`src/rtl/debounce_bank.sv`:
```
// debounce_bank: multi-channel input debouncer.
// Each channel synchronises its raw input and runs a stability counter.
// A new value is accepted only after it has held for STABLE_COUNT consecutive
// synchronised cycles. Accepted changes update the clean level and produce
// registered one-cycle rise/fall pulses. Edges on enabled channels latch
// pending bits, which are ORed into a registered interrupt request that
// software clears with a one-cycle int_ack pulse.
// The interrupt output is named int_req because "int" is a reserved word.
module debounce_bank #(
    parameter int CHANNELS     = 8,
    parameter int SYNC_STAGES  = 2,
    parameter int COUNT_WIDTH  = 20,
    parameter int STABLE_COUNT = 500000
) (
    input  logic                clk,
    input  logic                rst,
    input  logic [CHANNELS-1:0] raw,
    input  logic [CHANNELS-1:0] int_mask,
    input  logic                int_ack,
    output logic [CHANNELS-1:0] level,
    output logic [CHANNELS-1:0] rise,
    output logic [CHANNELS-1:0] fall,
    output logic [CHANNELS-1:0] pending,
    output logic                int_req
);

    // Terminal count: reaching it while sync still differs accepts the value.
    localparam logic [COUNT_WIDTH-1:0] LAST_COUNT = COUNT_WIDTH'(STABLE_COUNT - 1);

    // Synchroniser chain, stage 0 samples raw, last stage feeds the counters.
    logic [CHANNELS-1:0]    sync_r [SYNC_STAGES];
    logic [CHANNELS-1:0]    sync_s;

    // Per-channel stability state.
    logic [COUNT_WIDTH-1:0] cnt_r     [CHANNELS];
    logic [COUNT_WIDTH-1:0] cnt_nxt_s [CHANNELS];
    logic [CHANNELS-1:0]    level_r;
    logic [CHANNELS-1:0]    level_nxt_s;
    logic [CHANNELS-1:0]    rise_r;
    logic [CHANNELS-1:0]    rise_nxt_s;
    logic [CHANNELS-1:0]    fall_r;
    logic [CHANNELS-1:0]    fall_nxt_s;

    // Interrupt bookkeeping.
    logic [CHANNELS-1:0]    pending_r;
    logic [CHANNELS-1:0]    pending_nxt_s;
    logic                   int_r;

    assign sync_s = sync_r[SYNC_STAGES-1];

    // Shift raw inputs through the synchroniser flops; reset clears every stage.
    always_ff @(posedge clk) begin
        if (rst) begin
            for (int s = 0; s < SYNC_STAGES; s++) begin
                sync_r[s] <= '0;
            end
        end else begin
            sync_r[0] <= raw;
            for (int s = 1; s < SYNC_STAGES; s++) begin
                sync_r[s] <= sync_r[s-1];
            end
        end
    end

    // Counter/level decision per channel; a bounce back to the current level
    // discards any partial count.
    always_comb begin
        level_nxt_s = level_r;
        rise_nxt_s  = '0;
        fall_nxt_s  = '0;
        for (int i = 0; i < CHANNELS; i++) begin
            cnt_nxt_s[i] = cnt_r[i];
            if (sync_s[i] == level_r[i]) begin
                cnt_nxt_s[i] = '0;
            end else if (cnt_r[i] == LAST_COUNT) begin
                cnt_nxt_s[i]   = '0;
                level_nxt_s[i] = sync_s[i];
                rise_nxt_s[i]  = sync_s[i];
                fall_nxt_s[i]  = ~sync_s[i];
            end else begin
                cnt_nxt_s[i] = cnt_r[i] + COUNT_WIDTH'(1);
            end
        end
    end

    // Pending bits: a new edge on an enabled channel wins over a same-cycle ack.
    always_comb begin
        pending_nxt_s = (pending_r & ~{CHANNELS{int_ack}}) | ((rise_r | fall_r) & int_mask);
    end

    // Register counters, level, edge pulses and pending/interrupt state.
    always_ff @(posedge clk) begin
        if (rst) begin
            for (int i = 0; i < CHANNELS; i++) begin
                cnt_r[i] <= '0;
            end
            level_r   <= '0;
            rise_r    <= '0;
            fall_r    <= '0;
            pending_r <= '0;
            int_r     <= 1'b0;
        end else begin
            for (int i = 0; i < CHANNELS; i++) begin
                cnt_r[i] <= cnt_nxt_s[i];
            end
            level_r   <= level_nxt_s;
            rise_r    <= rise_nxt_s;
            fall_r    <= fall_nxt_s;
            pending_r <= pending_nxt_s;
            int_r     <= |pending_nxt_s;
        end
    end

    assign level   = level_r;
    assign rise    = rise_r;
    assign fall    = fall_r;
    assign pending = pending_r;
    assign int_req = int_r;

endmodule
```
`config.mk`:
```
export PLATFORM = sky130hd
export DESIGN_NAME = debounce_bank
export DESIGN_NICKNAME = d
export VERILOG_FILES = /design/src/rtl/debounce_bank.sv
export SDC_FILE = /design/constraint.sdc
export NUM_CORES = 1
export LEC_CHECK = 0
export ABC_AREA = 1
export BUFFER_PORTS_ARGS = -buffer_cell sky130_fd_sc_hd__buf_2
export CAP_MARGIN = 20
export CORE_MARGIN = 5
export CORE_UTILIZATION = 61
export DETAILED_ROUTE_END_ITERATION = 10
export HOLD_SLACK_MARGIN = 0.08
export PLACE_DENSITY = 0.84
export SLEW_MARGIN = 20
export SYNTH_ARGS = -nofsm -noshare
export SYNTH_HDL_FRONTEND = slang
export SYNTH_SLANG_ARGS = --single-unit
```
`constraint.sdc`:
```
create_clock -name clk -period 2.3 [get_ports clk]
set_clock_uncertainty 0.15 [all_clocks]
set_input_delay 0.23 -clock clk [delete_from_list [all_inputs] [get_ports clk]]
set_output_delay 0.23 -clock clk [all_outputs]
set_load 0.01 [all_outputs]
```
==> impl_results.html, run 1 <==
<table>
<tr><th>Metric</th><th>Value</th></tr>
<tr><th colspan="2">Clocking</th></tr>
<tr><td>Clock sinks</td><td>approximately 210</td></tr>
<tr><td>Worst-path clk slew</td><td>0.06 ns</td></tr>
<tr><td>Bufs on Longest Clock Path</td><td>3</td></tr>
<tr><td>Number of H-tree levels</td><td>1</td></tr>
<tr><td>Number of setup buffers added after CTS</td><td>0</td></tr>
<tr><td>Root Driver</td><td>sky130_fd_sc_hd__clkbuf_16</td></tr>
<tr><td>Clock latency on the worst-skew pair</td><td>approximately 0.5 ns</td></tr>
<tr><td>CTS tree</td><td>built</td></tr>
<tr><td>Number of clock buffers inserted by TritonCTS</td><td>23</td></tr>
<tr><th colspan="2">STA</th></tr>
<tr><td>Slew HR</td><td>a little under three fifths</td></tr>
<tr><td>Peak clock frequency supported by timing</td><td>about 530 MHz</td></tr>
<tr><td>Max Transition Viols Final</td><td>0</td></tr>
<tr><td>Final hold violations</td><td>0</td></tr>
<tr><td>RSZ-0062 raised after global routing</td><td>no</td></tr>
<tr><td>Time the worst path needs with I/O delays and setup</td><td>between 1.5 and 2 ns</td></tr>
<tr><td>Number of setup violations in the final report</td><td>0</td></tr>
<tr><td>Slew at the pin with the worst max-slew slack</td><td>~0.63 ns</td></tr>
<tr><td>Setup WS post-layout</td><td>roughly 0.43 ns</td></tr>
<tr><td>Post-route clock period utilization</td><td>approximately four fifths</td></tr>
<tr><td>Sum of negative setup slack</td><td>0 ns</td></tr>
<tr><th colspan="2">Route</th></tr>
<tr><td>Residual DRC count</td><td>0</td></tr>
<tr><td>Count of routing violations after the opening detailed-route iteration</td><td>about 560</td></tr>
<tr><td>DR pass1 iterations</td><td>6</td></tr>
<tr><td>Post-detailed-route wirelength per cell</td><td>11.8 um</td></tr>
<tr><td>Total via count in the routed design</td><td>roughly 9100</td></tr>
<tr><td>Number of nets with antenna violations after detailed routing</td><td>0</td></tr>
<tr><td>Final Routed Wirelength</td><td>~21 mm</td></tr>
<tr><td>Mean number of vias per cell</td><td>~5.1</td></tr>
<tr><th colspan="2">Synth</th></tr>
<tr><td>Share of the synthesized area in the top cell type</td><td>41.9%</td></tr>
<tr><td>Commonest register cell after synthesis</td><td>sky130_fd_sc_hd__dfxtp_1</td></tr>
<tr><td>Share of flip-flops with an asynchronous set or reset</td><td>0%</td></tr>
<tr><td>Distinct cell type count of the synthesized netlist</td><td>34</td></tr>
<tr><td>Largest family of logic cells by synthesized area</td><td>simple AND/OR/NAND/NOR gates</td></tr>
<tr><td>Mean cell area of the mapped netlist</td><td>6.74 um2</td></tr>
<tr><td>Share of synthesized area spent on multiplexers</td><td>0%</td></tr>
<tr><td>Synthesized-area fraction occupied by xor and xnor cells</td><td>6.31%</td></tr>
<tr><td>Number of enable flip-flop cells after synthesis</td><td>0</td></tr>
<tr><td>Compound-gate portion of the synthesized area</td><td>between 5 and 6%</td></tr>
<tr><td>Cell types with the highest counts after synthesis</td><td>sky130_fd_sc_hd__nor2_1 (373), sky130_fd_sc_hd__nand2_1 (354), sky130_fd_sc_hd__dfxtp_1 (209), sky130_fd_sc_hd__inv_1 (174), sky130_fd_sc_hd__nand3_1 (92)</td></tr>
<tr><td>Simple-gate share of the synthesized area</td><td>about 37%</td></tr>
<tr><td>Post-synthesis net count</td><td>between 1500 and 2000</td></tr>
<tr><td>Proportion of synthesized chip area in sequential cells</td><td>41.9%</td></tr>
<tr><td>Cell count after synthesis</td><td>1483</td></tr>
<tr><td>Total of warnings raised by yosys</td><td>0</td></tr>
<tr><td>Leading post-synthesis cells by cell area</td><td>sky130_fd_sc_hd__dfxtp_1 (42%), sky130_fd_sc_hd__nor2_1 (14%), sky130_fd_sc_hd__nand2_1 (13%)</td></tr>
<tr><td>Most frequent cell after synthesis</td><td>sky130_fd_sc_hd__nor2_1</td></tr>
<tr><td>Post-Synth Adder-Cell Area</td><td>between 1 and 1.5%</td></tr>
<tr><td>Yosys reg bits</td><td>209</td></tr>
<tr><td>Post-Syn Area</td><td>approximately 0.010 mm2</td></tr>
<tr><td>Library cell occupying the most area in the post-synthesis netlist</td><td>sky130_fd_sc_hd__dfxtp_1</td></tr>
<tr><th colspan="2">Die</th></tr>
<tr><td>Y dimension of the die</td><td>138 um</td></tr>
<tr><td>Die span in x</td><td>around 140 um</td></tr>
<tr><td>Initial core utilization</td><td>approximately 62%</td></tr>
<tr><td>Die outline area</td><td>between 0.015 and 0.02 mm2</td></tr>
<tr><td>Count of standard-cell rows</td><td>46</td></tr>
<tr><td>Placeable core region</td><td>0.0160 mm2</td></tr>
<tr><td>Number of top-level pins</td><td>52</td></tr>
<tr><th colspan="2">Global routing</th></tr>
<tr><td>Global-route layer with the greatest usage</td><td>met2</td></tr>
<tr><td>GR Layer Usage met1</td><td>29.6%</td></tr>
<tr><td>Wire length of the first global-routing pass</td><td>between 30 and 40 mm</td></tr>
<tr><td>Global-route congestion overflow total</td><td>0</td></tr>
<tr><td>Total global-route track usage</td><td>approximately 22%</td></tr>
<tr><td>Met3 usage</td><td>3.45%</td></tr>
<tr><td>Maximum number of pins on one net before global-route repair</td><td>26</td></tr>
<tr><td>Met2 GRT Util</td><td>slightly below 40%</td></tr>
<tr><td>Antenna violations before repair</td><td>0</td></tr>
<tr><td>Via count of the first global-routing pass</td><td>8296</td></tr>
<tr><th colspan="2">Pwr</th></tr>
<tr><td>Power density relative to cell area</td><td>around 670 mW/mm2</td></tr>
<tr><td>Max rail drop VDD</td><td>0.568 mV</td></tr>
<tr><td>Leakage power total</td><td>roughly 3.8 nW</td></tr>
<tr><th colspan="2">Critical path</th></tr>
<tr><td>Crit. End Element</td><td>flop</td></tr>
<tr><td>CP Data Required Time</td><td>2.51 ns</td></tr>
<tr><td>Highest fanout seen on the critical path</td><td>19</td></tr>
<tr><td>Logic depth of the worst setup path including buffers</td><td>6</td></tr>
<tr><td>Highest cell delay on the worst timing path</td><td>0.45 ns</td></tr>
<tr><td>Crit-path cells</td><td>ha_1 &gt; nand2_2 &gt; nor2_4 &gt; nand3_2 &gt; o21ai_4 &gt; nor2_1</td></tr>
<tr><td>Startpoint class of the critical path</td><td>flop</td></tr>
<tr><td>Path type of the worst setup path</td><td>reg -&gt; reg</td></tr>
<tr><td>Worst Path Arrival</td><td>~2.1 ns</td></tr>
<tr><td>CP bufs+invs</td><td>0</td></tr>
<tr><td>Slowest cell on crit path</td><td>sky130_fd_sc_hd__o21ai_4</td></tr>
<tr><td>Largest delay contributor family on the critical path</td><td>simple AND/OR/NAND/NOR gates</td></tr>
<tr><td>Worst r2r path cells</td><td>6</td></tr>
<tr><th colspan="2">Final layout</th></tr>
<tr><td>Area taken by multi-input logic gates</td><td>roughly 0.0050 mm2</td></tr>
<tr><td>Proportion of layout cells with a drive suffix above 1</td><td>about 7.5%</td></tr>
<tr><td>Fillers</td><td>between 1000 and 1500</td></tr>
<tr><td>Antenna diode count</td><td>0</td></tr>
<tr><td>Flip-flop and latch area</td><td>between 0.004 and 0.005 mm2</td></tr>
<tr><td>Layout-stage area growth over the synthesis result</td><td>13.9%</td></tr>
<tr><td>Number of nets at the end of the flow</td><td>around 1600</td></tr>
<tr><th colspan="2">Place</th></tr>
<tr><td>Quantity of I/O buffers inserted on ports</td><td>about 50</td></tr>
<tr><td>DPL Wire Length</td><td>between 15 and 20 mm</td></tr>
<tr><td>Final estimated routing congestion in global placement</td><td>0.931</td></tr>
<tr><td>Post-placement worst setup slack</td><td>0.421 ns</td></tr>
<tr><th colspan="2">Run status</th></tr>
<tr><td>Result of the run</td><td>finished clean</td></tr>
<tr><th colspan="2">Flow run</th></tr>
<tr><td>Max-cap violations</td><td>0</td></tr>
<tr><th colspan="2">Worst hold path</th></tr>
<tr><td>Worst min path class</td><td>in -&gt; reg</td></tr>
<tr><td>Hold Path Cell Cnt</td><td>4</td></tr>
</table>
==> power breakdown <==
part	internal [mW]	total [mW]	switching, mW
Clock	2.38	3.81	1.43
Combinational	0.0484	0.123	0.0750
Sequential	3.64	3.65	0.00975
Total	6.06	7.58	1.52
==> registers in the layout (all words and copies together), names as in the netlist <==
register,flops
cnt_r,160
sync_r,16
fall,8
level,8
pending,8
rise,8
int_req,1
==> per-stage QoR <==
step / hold slack (ns) / cells / power (mW) / util (%) / instance area [um2]
2_1_floorplan: 0.187 / 1483 / 3.79 / - / 9990
3_3_place_gp: 0.240 / 1740 / 3.83 / 65.2 / 10400
3_5_place_dp: 0.246 / 1740 / 3.83 / 65.2 / 10400
4_1_cts: 0.101 / 1794 / 7.66 / 71.1 / 11400
5_1_grt: 0.140 / 1794 / 7.82 / 71.1 / 11400
6_report: 0.104 / 1794 / 7.58 / 71.1 / 11400
==> tightest hold or removal path, stage by stage <==
cell                      delay (ns)
sky130_fd_sc_hd__buf_2          0.20
sky130_fd_sc_hd__inv_1          0.08
sky130_fd_sc_hd__nand2_1        0.06
sky130_fd_sc_hd__a21oi_1        0.13
==> final cells by class <==
cell class,count,share of cell area (%)
tap,216,2.37
clock buffer,27,5.45
clock inverter,12,1.54
inverter,175,5.82
multi-input combinational,1084,44.2
sequential,209,36.8
timing repair buffer,71,3.89
==> cells in the final DEF (no fill, tap or decap), types with 2 or more instances in the layout <==
master                          instances
sky130_fd_sc_hd__nand3b_1              12
sky130_fd_sc_hd__o21ai_0               28
sky130_fd_sc_hd__buf_4                  5
sky130_fd_sc_hd__xor2_1                52
sky130_fd_sc_hd__dlygate4sd3_1         15
sky130_fd_sc_hd__xnor2_1               20
sky130_fd_sc_hd__dfxtp_1              209
sky130_fd_sc_hd__nor3b_1                5
sky130_fd_sc_hd__nor2_1               373
sky130_fd_sc_hd__nand2_1              354
sky130_fd_sc_hd__inv_1                174
sky130_fd_sc_hd__clkbuf_16             23
sky130_fd_sc_hd__clkinv_2               3
sky130_fd_sc_hd__bufinv_16              4
sky130_fd_sc_hd__or2_2                 11
sky130_fd_sc_hd__and2_1                 2
sky130_fd_sc_hd__or2_0                  3
sky130_fd_sc_hd__a21oi_1               59
sky130_fd_sc_hd__clkbuf_8               3
sky130_fd_sc_hd__buf_2                 51
sky130_fd_sc_hd__nor2_4                 2
sky130_fd_sc_hd__ha_1                   8
sky130_fd_sc_hd__nand4_1               25
sky130_fd_sc_hd__nor3_1                13
sky130_fd_sc_hd__nand2_2                5
sky130_fd_sc_hd__clkinv_4               2
sky130_fd_sc_hd__clkinvlp_4             3
sky130_fd_sc_hd__nand3_1               92
sky130_fd_sc_hd__o21bai_1              11
==> logic make-up (layout without fill, tap and decap cells) <==
group                      count (synthesis)  count (layout)
adders and majority gates                  8               8
AOI/OAI and AO/OA                        102             102
buffers and inverters                    190             285
DFF                                      209             209
and+or+nand+nor                          902             902
xor gates and xnor gates                  72              72
==> what timing repair did <==
item,CTS,global route
endpoints found under the hold margin,22,0
hold buffers,15,0
resized for setup,0,0
==> layer usage <==
metal  part of all wire [%]  wire length (um)  up-vias
met5                      0                 0        -
met4                    2.0               431        0
met3                    5.3              1120       36
met2                     47              9940      238
met1                     46              9650     4068
li1                       -                 -     4761
==> final timing paths <==
check                             startpoint            end  slack [ns]
worst max register to register  cnt_r[1][60]   cnt_r[1][72]        0.43
worst min register to register  sync_r[0][6]  sync_r[0][14]        0.25
worst min-delay path                 int_ack     pending[0]        0.10
worst max-delay path            cnt_r[1][60]   cnt_r[1][72]        0.43
(Power assumes the default switching activity.)
==> run 2: changes to the inputs <==
--- a/config.mk
+++ b/config.mk
@@ -5,11 +5,11 @@
 export SDC_FILE = /design/constraint.sdc
 export NUM_CORES = 1
 export LEC_CHECK = 0
-export ABC_AREA = 1
+export ABC_AREA = 0
 export BUFFER_PORTS_ARGS = -buffer_cell sky130_fd_sc_hd__buf_2
 export CAP_MARGIN = 20
 export CORE_MARGIN = 5
-export CORE_UTILIZATION = 61
+export CORE_UTILIZATION = 60
 export DETAILED_ROUTE_END_ITERATION = 10
 export HOLD_SLACK_MARGIN = 0.08
 export PLACE_DENSITY = 0.84
==> constraint.sdc (replaced) <==
create_clock -name clk -period 1.8 [get_ports clk]
set_clock_uncertainty 0.15 [all_clocks]
set_input_delay 0.18 -clock clk [delete_from_list [all_inputs] [get_ports clk]]
set_output_delay 0.18 -clock clk [all_outputs]
set_load 0.01 [all_outputs]
==> run 2 against run 1 <==
Against the previous run:
- the flow now finishes with violations (negative setup slack)
- clock power rose by 11%
- synthesized area fell by 11%
- die area fell by 9.3%
- sequential cell count did not move
- via count fell by 8.8%
- critical path type unchanged
- largest cell class unchanged
==> impl_results.html, run 2 <==
<table>
<tr><th>Metric</th><th>Value</th></tr>
<tr><th colspan="2">Die</th></tr>
<tr><td>Placeable core region</td><td>~0.014 mm2</td></tr>
<tr><td>Die outline area</td><td>between 0.015 and 0.02 mm2</td></tr>
<tr><td>Number of top-level pins</td><td>between 50 and 60</td></tr>
<tr><td>Y dimension of the die</td><td>about 130 um</td></tr>
<tr><td>Initial core utilization</td><td>roughly three fifths</td></tr>
<tr><td>Die span in x</td><td>131 um</td></tr>
<tr><td>Count of standard-cell rows</td><td>44</td></tr>
<tr><th colspan="2">Synth</th></tr>
<tr><td>Proportion of synthesized chip area in sequential cells</td><td>about 47%</td></tr>
<tr><td>Library cell occupying the most area in the post-synthesis netlist</td><td>sky130_fd_sc_hd__dfxtp_1</td></tr>
<tr><td>Distinct cell type count of the synthesized netlist</td><td>47</td></tr>
<tr><td>Mean cell area of the mapped netlist</td><td>approximately 8.9 um2</td></tr>
<tr><td>Commonest register cell after synthesis</td><td>sky130_fd_sc_hd__dfxtp_1</td></tr>
<tr><td>Compound-gate portion of the synthesized area</td><td>just over 8%</td></tr>
<tr><td>Post-Syn Area</td><td>~0.0088 mm2</td></tr>
<tr><td>Share of synthesized area spent on multiplexers</td><td>0%</td></tr>
<tr><td>Most frequent cell after synthesis</td><td>sky130_fd_sc_hd__dfxtp_1</td></tr>
<tr><td>Yosys reg bits</td><td>about 210</td></tr>
<tr><td>Number of enable flip-flop cells after synthesis</td><td>0</td></tr>
<tr><td>Post-synthesis net count</td><td>1019</td></tr>
<tr><td>Share of the synthesized area in the top cell type</td><td>about 47%</td></tr>
<tr><td>Simple-gate share of the synthesized area</td><td>30.2%</td></tr>
<tr><td>Synthesized-area fraction occupied by xor and xnor cells</td><td>approximately a tenth</td></tr>
<tr><td>Post-Synth Adder-Cell Area</td><td>~1.1%</td></tr>
<tr><td>Total of warnings raised by yosys</td><td>0</td></tr>
<tr><td>Share of flip-flops with an asynchronous set or reset</td><td>0%</td></tr>
<tr><td>Cell count after synthesis</td><td>between 900 and 1000</td></tr>
<tr><td>Cell types with the highest counts after synthesis</td><td>sky130_fd_sc_hd__dfxtp_1 (209), sky130_fd_sc_hd__nor2_1 (126), sky130_fd_sc_hd__xor2_1 (62), sky130_fd_sc_hd__nand4_1 (61), sky130_fd_sc_hd__a21oi_1 (57)</td></tr>
<tr><td>Largest family of logic cells by synthesized area</td><td>simple AND/OR/NAND/NOR gates</td></tr>
<tr><td>Leading post-synthesis cells by cell area</td><td>sky130_fd_sc_hd__dfxtp_1 (47%), sky130_fd_sc_hd__xor2_1 (6.1%), sky130_fd_sc_hd__nor2_1 (5.3%)</td></tr>
<tr><th colspan="2">Route</th></tr>
<tr><td>Post-detailed-route wirelength per cell</td><td>between 15 and 20 um</td></tr>
<tr><td>Mean number of vias per cell</td><td>approximately 6</td></tr>
<tr><td>Final Routed Wirelength</td><td>between 20 and 25 mm</td></tr>
<tr><td>Count of routing violations after the opening detailed-route iteration</td><td>between 400 and 500</td></tr>
<tr><td>Number of nets with antenna violations after detailed routing</td><td>0</td></tr>
<tr><td>DR pass1 iterations</td><td>5</td></tr>
<tr><td>Total via count in the routed design</td><td>about 8300</td></tr>
<tr><td>Residual DRC count</td><td>0</td></tr>
<tr><th colspan="2">Critical path</th></tr>
<tr><td>Crit. End Element</td><td>flop</td></tr>
<tr><td>CP bufs+invs</td><td>0</td></tr>
<tr><td>Largest delay contributor family on the critical path</td><td>simple AND/OR/NAND/NOR gates</td></tr>
<tr><td>Highest fanout seen on the critical path</td><td>4</td></tr>
<tr><td>Worst Path Arrival</td><td>2.38 ns</td></tr>
<tr><td>CP Data Required Time</td><td>~2.1 ns</td></tr>
<tr><td>Slowest cell on crit path</td><td>sky130_fd_sc_hd__or4_4</td></tr>
<tr><td>Path type of the worst setup path</td><td>reg -&gt; reg</td></tr>
<tr><td>Most Frequent Cell on Critical Path</td><td>sky130_fd_sc_hd__or4_4</td></tr>
<tr><td>Crit-path cells</td><td>or4_4 &gt; or4_4 &gt; or3_1 &gt; a21oi_1</td></tr>
<tr><td>Highest cell delay on the worst timing path</td><td>about 0.6 ns</td></tr>
<tr><td>Startpoint class of the critical path</td><td>flop</td></tr>
<tr><th colspan="2">Flow run</th></tr>
<tr><td>Max-cap violations</td><td>0</td></tr>
<tr><th colspan="2">Pwr</th></tr>
<tr><td>Clock share of power</td><td>roughly 47%</td></tr>
<tr><td>Cell Int Power</td><td>just over 7 mW</td></tr>
<tr><td>Switching share of total power</td><td>roughly 20%</td></tr>
<tr><td>Leakage power total</td><td>about 4.3 nW</td></tr>
<tr><td>Design Power</td><td>a little over 9 mW</td></tr>
<tr><td>Sequential group share of total power</td><td>51.2%</td></tr>
<tr><td>Max rail drop VDD</td><td>~0.74 mV</td></tr>
<tr><td>Power share of the combinational group</td><td>2.1%</td></tr>
<tr><td>Switching power total</td><td>approximately 1.9 mW</td></tr>
<tr><td>Power density relative to cell area</td><td>between 700 and 800 mW/mm2</td></tr>
<tr><th colspan="2">Final layout</th></tr>
<tr><td>Layout-stage area growth over the synthesis result</td><td>33.9%</td></tr>
<tr><td>Highest-count cells in the layout ignoring fill and taps</td><td>sky130_fd_sc_hd__dfxtp_1 (179), sky130_fd_sc_hd__buf_4 (155), sky130_fd_sc_hd__nor2_1 (122)</td></tr>
<tr><td>Commonest non-fill, non-tap cell in the layout</td><td>sky130_fd_sc_hd__dfxtp_1</td></tr>
<tr><td>Number of nets at the end of the flow</td><td>1254</td></tr>
<tr><td>Register bank with the most flops</td><td>cnt_r</td></tr>
<tr><td>Proportion of layout cells with a drive suffix above 1</td><td>28.0%</td></tr>
<tr><td>Antenna diode count</td><td>0</td></tr>
<tr><td>Largest registers</td><td>cnt_r (160), sync_r (16)</td></tr>
<tr><td>Max reg flops</td><td>160</td></tr>
<tr><th colspan="2">Global routing</th></tr>
<tr><td>Total global-route track usage</td><td>between 20% and 30%</td></tr>
<tr><td>Maximum number of pins on one net before global-route repair</td><td>47</td></tr>
<tr><td>Global-route congestion overflow total</td><td>0</td></tr>
<tr><td>Wire length of the first global-routing pass</td><td>35.5 mm</td></tr>
<tr><td>Antenna violations before repair</td><td>0</td></tr>
<tr><td>Via count of the first global-routing pass</td><td>approximately 7800</td></tr>
<tr><th colspan="2">Clocking</th></tr>
<tr><td>Root Driver</td><td>sky130_fd_sc_hd__clkbuf_16</td></tr>
<tr><td>Bufs on Longest Clock Path</td><td>3</td></tr>
<tr><td>Number of clock buffers inserted by TritonCTS</td><td>22</td></tr>
<tr><td>Worst-path clk slew</td><td>approximately 0.060 ns</td></tr>
<tr><td>CTS tree</td><td>built</td></tr>
<tr><td>Clock sinks</td><td>209</td></tr>
<tr><td>Number of H-tree levels</td><td>1</td></tr>
<tr><td>Clock latency on the worst-skew pair</td><td>roughly 0.50 ns</td></tr>
<tr><th colspan="2">STA</th></tr>
<tr><td>Max Transition Viols Final</td><td>0</td></tr>
<tr><td>Slew at the pin with the worst max-slew slack</td><td>0.442 ns</td></tr>
<tr><td>RSZ-0062 raised after global routing</td><td>yes</td></tr>
<tr><td>Time the worst path needs with I/O delays and setup</td><td>roughly 2.1 ns</td></tr>
<tr><td>Peak clock frequency supported by timing</td><td>between 400 and 500 MHz</td></tr>
<tr><td>Slew HR</td><td>70.3%</td></tr>
<tr><td>Final hold violations</td><td>0</td></tr>
<tr><td>Post-route clock period utilization</td><td>117%</td></tr>
<tr><td>Setup WS post-layout</td><td>-0.313 ns</td></tr>
<tr><td>Number of setup violations in the final report</td><td>between 60 and 70</td></tr>
<tr><th colspan="2">Place</th></tr>
<tr><td>Quantity of I/O buffers inserted on ports</td><td>51</td></tr>
<tr><td>DPL Wire Length</td><td>roughly 14 mm</td></tr>
<tr><td>Post-placement worst setup slack</td><td>-0.345 ns</td></tr>
<tr><td>Final estimated routing congestion in global placement</td><td>between 0.8 and 0.9</td></tr>
<tr><th colspan="2">Run status</th></tr>
<tr><td>Failing checks</td><td>negative setup slack</td></tr>
<tr><td>Result of the run</td><td>finished, violations left</td></tr>
<tr><th colspan="2">Worst hold path</th></tr>
<tr><td>Worst min path class</td><td>in -&gt; reg</td></tr>
</table>
==> run 2: cell types whose count changed after synthesis, moves of 15 or more <==
cell	delta
sky130_fd_sc_hd__and4_1	+20
sky130_fd_sc_hd__or3_1	+32
sky130_fd_sc_hd__nor2_1	-247
sky130_fd_sc_hd__or4_1	+24
sky130_fd_sc_hd__and3_1	+20
sky130_fd_sc_hd__nand3_1	-36
sky130_fd_sc_hd__inv_1	-150
sky130_fd_sc_hd__o21ai_0	+16
sky130_fd_sc_hd__nand4_1	+36
sky130_fd_sc_hd__clkbuf_1	+22
sky130_fd_sc_hd__xnor2_1	+24
sky130_fd_sc_hd__nor4_1	+15
sky130_fd_sc_hd__nor2b_1	+21
sky130_fd_sc_hd__nand2_1	-315
==> run 2: repair_timing <==
action	4_1_cts	5_1_grt
hold buffers	25	0
pin swaps	9	21
gates cloned	0	1
setup endpoints to repair	78	152
resized for setup	17	47
buffers inserted	2	9
endpoints found under the hold margin	44	0
==> run 2: final timing paths <==
check               start           to  slack, ns  depth (start not counted)
max          cnt_r[0][51]     level[2]      -0.31                          4
min           int_mask[0]      int_req       0.12                          4
max reg2reg  cnt_r[0][51]     level[2]      -0.31                          4
min reg2reg   cnt_r[0][0]  cnt_r[0][0]       0.29                          1
==> run 2: layer usage <==
metal	vias to the layer above	GRT usage (%)	routed length, um
li1	4027	-	-
met1	3983	29.4	9360
met2	240	42.2	11700
met3	53	3.48	1200
met4	0	6.00	545
met5	-	0	0
==> run 2: cell type report <==
type                    count  area, um2
multi-input cells         727       4720
repair buffers            243       1890
well taps                 184        230
fillers                   821       2630
clock buffers              33        653
inverters                  24       90.1
clock inverters             5       25.0
flip-flops and latches    209       4230
==> run 2: logic make-up after synthesis <==
| group | after synthesis |
|---|---|
| compound gates | 129 |
| xor+xnor | 106 |
| fa+ha+maj | 8 |
| buf+inv | 56 |
| flops | 209 |
| simple gates | 484 |
==> run 2: worst reg2reg max path: stages, from the launching register on <==
cell and delay (ns):
sky130_fd_sc_hd__dfxtp_1 0.31, sky130_fd_sc_hd__or4_4 0.53, sky130_fd_sc_hd__or4_4 0.59, sky130_fd_sc_hd__or3_1 0.33, sky130_fd_sc_hd__a21oi_1 0.13
==> run 2: per-stage QoR <==
step	cells	hold WS [ns]	TNS (ns)	instance area [um2]	utilization, %
after floorplan	992	0.158	-11.06	9070	-
after global placement	1350	0.239	-10.87	10600	73.2
after detailed placement	1350	0.244	-13.07	10600	73.2
after CTS	1415	0.0921	-14.49	11600	80.1
after global routing	1425	0.0896	-18.78	11800	81.8
final	1425	0.116	-15.77	11800	81.8
==> run 2: power by group through the flow <==
| stage | Combinational [mW] | Clock (mW) | Sequential (mW) |
|---|---|---|---|
| 4_1_cts | 0.187 | 4.28 | 4.66 |
| 2_1_floorplan | 0.0838 | 0 | 4.76 |
| 3_3_place_gp | 0.150 | 0 | 4.76 |
| 3_5_place_dp | 0.152 | 0 | 4.76 |
| 6_report | 0.195 | 4.24 | 4.66 |
| 5_1_grt | 0.211 | 4.48 | 4.66 |
==> run 3: changes to the inputs <==
--- a/config.mk
+++ b/config.mk
@@ -13,6 +13,7 @@
 export DETAILED_ROUTE_END_ITERATION = 10
 export HOLD_SLACK_MARGIN = 0.08
 export PLACE_DENSITY = 0.84
+export REMOVE_ABC_BUFFERS = 1
 export SLEW_MARGIN = 20
 export SYNTH_ARGS = -nofsm -noshare
 export SYNTH_HDL_FRONTEND = slang
==> run 3 against run 2 <==
Against the previous run:
- the run still ends with negative setup slack left
- final cell count decreased by 0.28%
- fmax decreased by 0.80%
- clock-buffer cell count decreased by 6
- largest cell class unchanged
- largest power group is now clock
==> impl_results.html, run 3 (synthesis results as in run 2) <==
<table>
<tr><th>Metric</th><th>Value</th></tr>
<tr><th colspan="2">STA</th></tr>
<tr><td>RSZ-0062 raised after global routing</td><td>yes</td></tr>
<tr><td>Max Transition Viols Final</td><td>0</td></tr>
<tr><td>Number of setup violations in the final report</td><td>around 90</td></tr>
<tr><td>Slew HR</td><td>67.6%</td></tr>
<tr><td>Slew at the pin with the worst max-slew slack</td><td>between 0.4 and 0.5 ns</td></tr>
<tr><td>Peak clock frequency supported by timing</td><td>approximately 470 MHz</td></tr>
<tr><td>Final hold violations</td><td>0</td></tr>
<tr><td>Time the worst path needs with I/O delays and setup</td><td>approximately 2.1 ns</td></tr>
<tr><td>Setup WS post-layout</td><td>-0.330 ns</td></tr>
<tr><td>Post-route clock period utilization</td><td>118%</td></tr>
<tr><th colspan="2">Global routing</th></tr>
<tr><td>Global-route layer with the greatest usage</td><td>met2</td></tr>
<tr><td>Maximum number of pins on one net before global-route repair</td><td>35</td></tr>
<tr><td>Antenna violations before repair</td><td>0</td></tr>
<tr><td>Wire length of the first global-routing pass</td><td>between 30 and 40 mm</td></tr>
<tr><td>GR Layer Usage met1</td><td>between 30% and 40%</td></tr>
<tr><td>Met2 GRT Util</td><td>between 40 and 50%</td></tr>
<tr><td>Total global-route track usage</td><td>roughly a quarter</td></tr>
<tr><td>Global-route congestion overflow total</td><td>0</td></tr>
<tr><td>Via count of the first global-routing pass</td><td>7620</td></tr>
<tr><td>Met3 usage</td><td>3.63%</td></tr>
<tr><th colspan="2">Critical path</th></tr>
<tr><td>Crit. End Element</td><td>flop</td></tr>
<tr><td>CP Data Required Time</td><td>slightly above 2 ns</td></tr>
<tr><td>Highest fanout seen on the critical path</td><td>15</td></tr>
<tr><td>Path type of the worst setup path</td><td>reg -&gt; reg</td></tr>
<tr><td>Slowest cell on crit path</td><td>sky130_fd_sc_hd__or4_4</td></tr>
<tr><td>Startpoint class of the critical path</td><td>flop</td></tr>
<tr><td>Crit-path cells</td><td>or4_4 &gt; or4_4 &gt; o21bai_4 &gt; buf_12 &gt; a21oi_1</td></tr>
<tr><td>Most Frequent Cell on Critical Path</td><td>sky130_fd_sc_hd__or4_4</td></tr>
<tr><td>Highest cell delay on the worst timing path</td><td>roughly 0.57 ns</td></tr>
<tr><td>Worst Path Arrival</td><td>2.36 ns</td></tr>
<tr><th colspan="2">Final layout</th></tr>
<tr><td>Layout-stage area growth over the synthesis result</td><td>36.8%</td></tr>
<tr><td>Number of nets at the end of the flow</td><td>roughly 1200</td></tr>
<tr><td>Register bank with the most flops</td><td>cnt_r</td></tr>
<tr><td>End-of-flow core utilization</td><td>83.6%</td></tr>
<tr><td>Highest-count cells in the layout ignoring fill and taps</td><td>sky130_fd_sc_hd__dfxtp_1 (183), sky130_fd_sc_hd__buf_4 (135), sky130_fd_sc_hd__nor2_1 (95)</td></tr>
<tr><td>Commonest non-fill, non-tap cell in the layout</td><td>sky130_fd_sc_hd__dfxtp_1</td></tr>
<tr><td>Antenna diode count</td><td>0</td></tr>
<tr><td>Proportion of layout cells with a drive suffix above 1</td><td>between 30% and 40%</td></tr>
<tr><td>Largest registers</td><td>cnt_r (160), sync_r (16)</td></tr>
<tr><td>Fin area</td><td>about 0.012 mm2</td></tr>
<tr><td>Fillers</td><td>between 700 and 800</td></tr>
<tr><td>Max reg flops</td><td>160</td></tr>
<tr><th colspan="2">Clocking</th></tr>
<tr><td>Worst-path clk slew</td><td>approximately 0.060 ns</td></tr>
<tr><td>Clock latency on the worst-skew pair</td><td>approximately 0.51 ns</td></tr>
<tr><td>Clock sinks</td><td>approximately 210</td></tr>
<tr><td>Bufs on Longest Clock Path</td><td>3</td></tr>
<tr><td>Number of clock buffers inserted by TritonCTS</td><td>22</td></tr>
<tr><td>Number of H-tree levels</td><td>1</td></tr>
<tr><td>Root Driver</td><td>sky130_fd_sc_hd__clkbuf_16</td></tr>
<tr><td>CTS tree</td><td>built</td></tr>
<tr><th colspan="2">Route</th></tr>
<tr><td>Mean number of vias per cell</td><td>6.20</td></tr>
<tr><td>Count of routing violations after the opening detailed-route iteration</td><td>about 850</td></tr>
<tr><td>Total via count in the routed design</td><td>slightly below 9000</td></tr>
<tr><td>DR pass1 iterations</td><td>5</td></tr>
<tr><td>Residual DRC count</td><td>0</td></tr>
<tr><td>Final Routed Wirelength</td><td>26.7 mm</td></tr>
<tr><td>Number of nets with antenna violations after detailed routing</td><td>0</td></tr>
<tr><td>Post-detailed-route wirelength per cell</td><td>18.8 um</td></tr>
<tr><th colspan="2">Place</th></tr>
<tr><td>DPL Wire Length</td><td>approximately 14 mm</td></tr>
<tr><td>Standard cell area after detailed placement</td><td>~0.010 mm2</td></tr>
<tr><td>Quantity of I/O buffers inserted on ports</td><td>just over 50</td></tr>
<tr><td>Final estimated routing congestion in global placement</td><td>0.869</td></tr>
<tr><th colspan="2">Pwr</th></tr>
<tr><td>Design Power</td><td>~9.9 mW</td></tr>
<tr><td>Max rail drop VDD</td><td>between 0.7 and 0.8 mV</td></tr>
<tr><td>Leakage power total</td><td>about 4.3 nW</td></tr>
<tr><td>Power density relative to cell area</td><td>a little over 800 mW/mm2</td></tr>
<tr><th colspan="2">Die</th></tr>
<tr><td>Placeable core region</td><td>roughly 0.014 mm2</td></tr>
<tr><td>Die span in x</td><td>131 um</td></tr>
<tr><td>Number of top-level pins</td><td>52</td></tr>
<tr><td>Count of standard-cell rows</td><td>44</td></tr>
<tr><td>Initial core utilization</td><td>about 61%</td></tr>
<tr><td>Die outline area</td><td>0.0173 mm2</td></tr>
<tr><td>Y dimension of the die</td><td>roughly 130 um</td></tr>
<tr><th colspan="2">Run status</th></tr>
<tr><td>Result of the run</td><td>finished, violations left</td></tr>
<tr><td>Failing checks</td><td>negative setup slack</td></tr>
<tr><th colspan="2">Flow run</th></tr>
<tr><td>Max-cap violations</td><td>0</td></tr>
<tr><th colspan="2">Worst hold path</th></tr>
<tr><td>Worst min path class</td><td>in -&gt; reg</td></tr>
</table>
==> run 3: power breakdown <==
| part | internal, mW | switching [mW] |
|---|---|---|
| sequential | 4.64 | 0.0159 |
| clock | 3.17 | 1.90 |
| combinational | 0.108 | 0.110 |
==> run 3: metal layers <==
| layer | share of wire (%) | vias to the layer above |
|---|---|---|
| met5 | 0 | - |
| met4 | 5.8 | 0 |
| met3 | 7.8 | 162 |
| met2 | 49 | 519 |
| met1 | 38 | 4107 |
| li1 | - | 4025 |
==> run 3: through the flow <==
stage	hold WS (ns)	std cells	setup TNS [ns]	setup WS, ns
2_1_floorplan	0.0991	960	-34.69	-0.362
3_3_place_gp	0.238	1336	-15.11	-0.314
3_5_place_dp	0.245	1336	-19.02	-0.370
4_1_cts	0.177	1412	-14.43	-0.284
5_1_grt	0.197	1421	-24.17	-0.410
6_report	0.180	1421	-18.82	-0.330
==> run 3: layout make-up <==
cell class                 count  area, um2  share of cell area [%]
clock buffer                  27        621                    5.13
inverter                      24       90.1                   0.744
multi-input combinational    728       4910                    40.5
clock inverter                13        198                    1.63
timing repair buffer         236       1840                    15.2
tap                          184        230                    1.90
sequential                   209       4220                    34.9
==> run 3: final timing paths <==
path                 from      endpoint  slack, ns  cells after the start
max          cnt_r[0][14]  cnt_r[0][15]      -0.33                      5
min               int_ack    pending[5]       0.18                      4
max reg2reg  cnt_r[0][14]  cnt_r[0][15]      -0.33                      5
min reg2reg  sync_r[0][0]  sync_r[0][8]       0.28                      1
==> run 3: worst max-delay path: cells and delay by family, from the launching register on <==
| kind | cells | cell delay [ns] |
|---|---|---|
| buffers and inverters | 1 | 0.17 |
| and+or+nand+nor | 2 | 1.10 |
| DFF | 1 | 0.33 |
| AOI/OAI and AO/OA | 2 | 0.25 |
==> run 3: what timing repair did <==
item | CTS | global route
setup endpoints to repair | 92 | 144
setup buffers | 4 | 7
cloned | 2 | 2
hold buffers | 30 | 0
endpoints found under the hold margin | 43 | 0
pin swaps | 26 | 41
resized for setup | 39 | 134
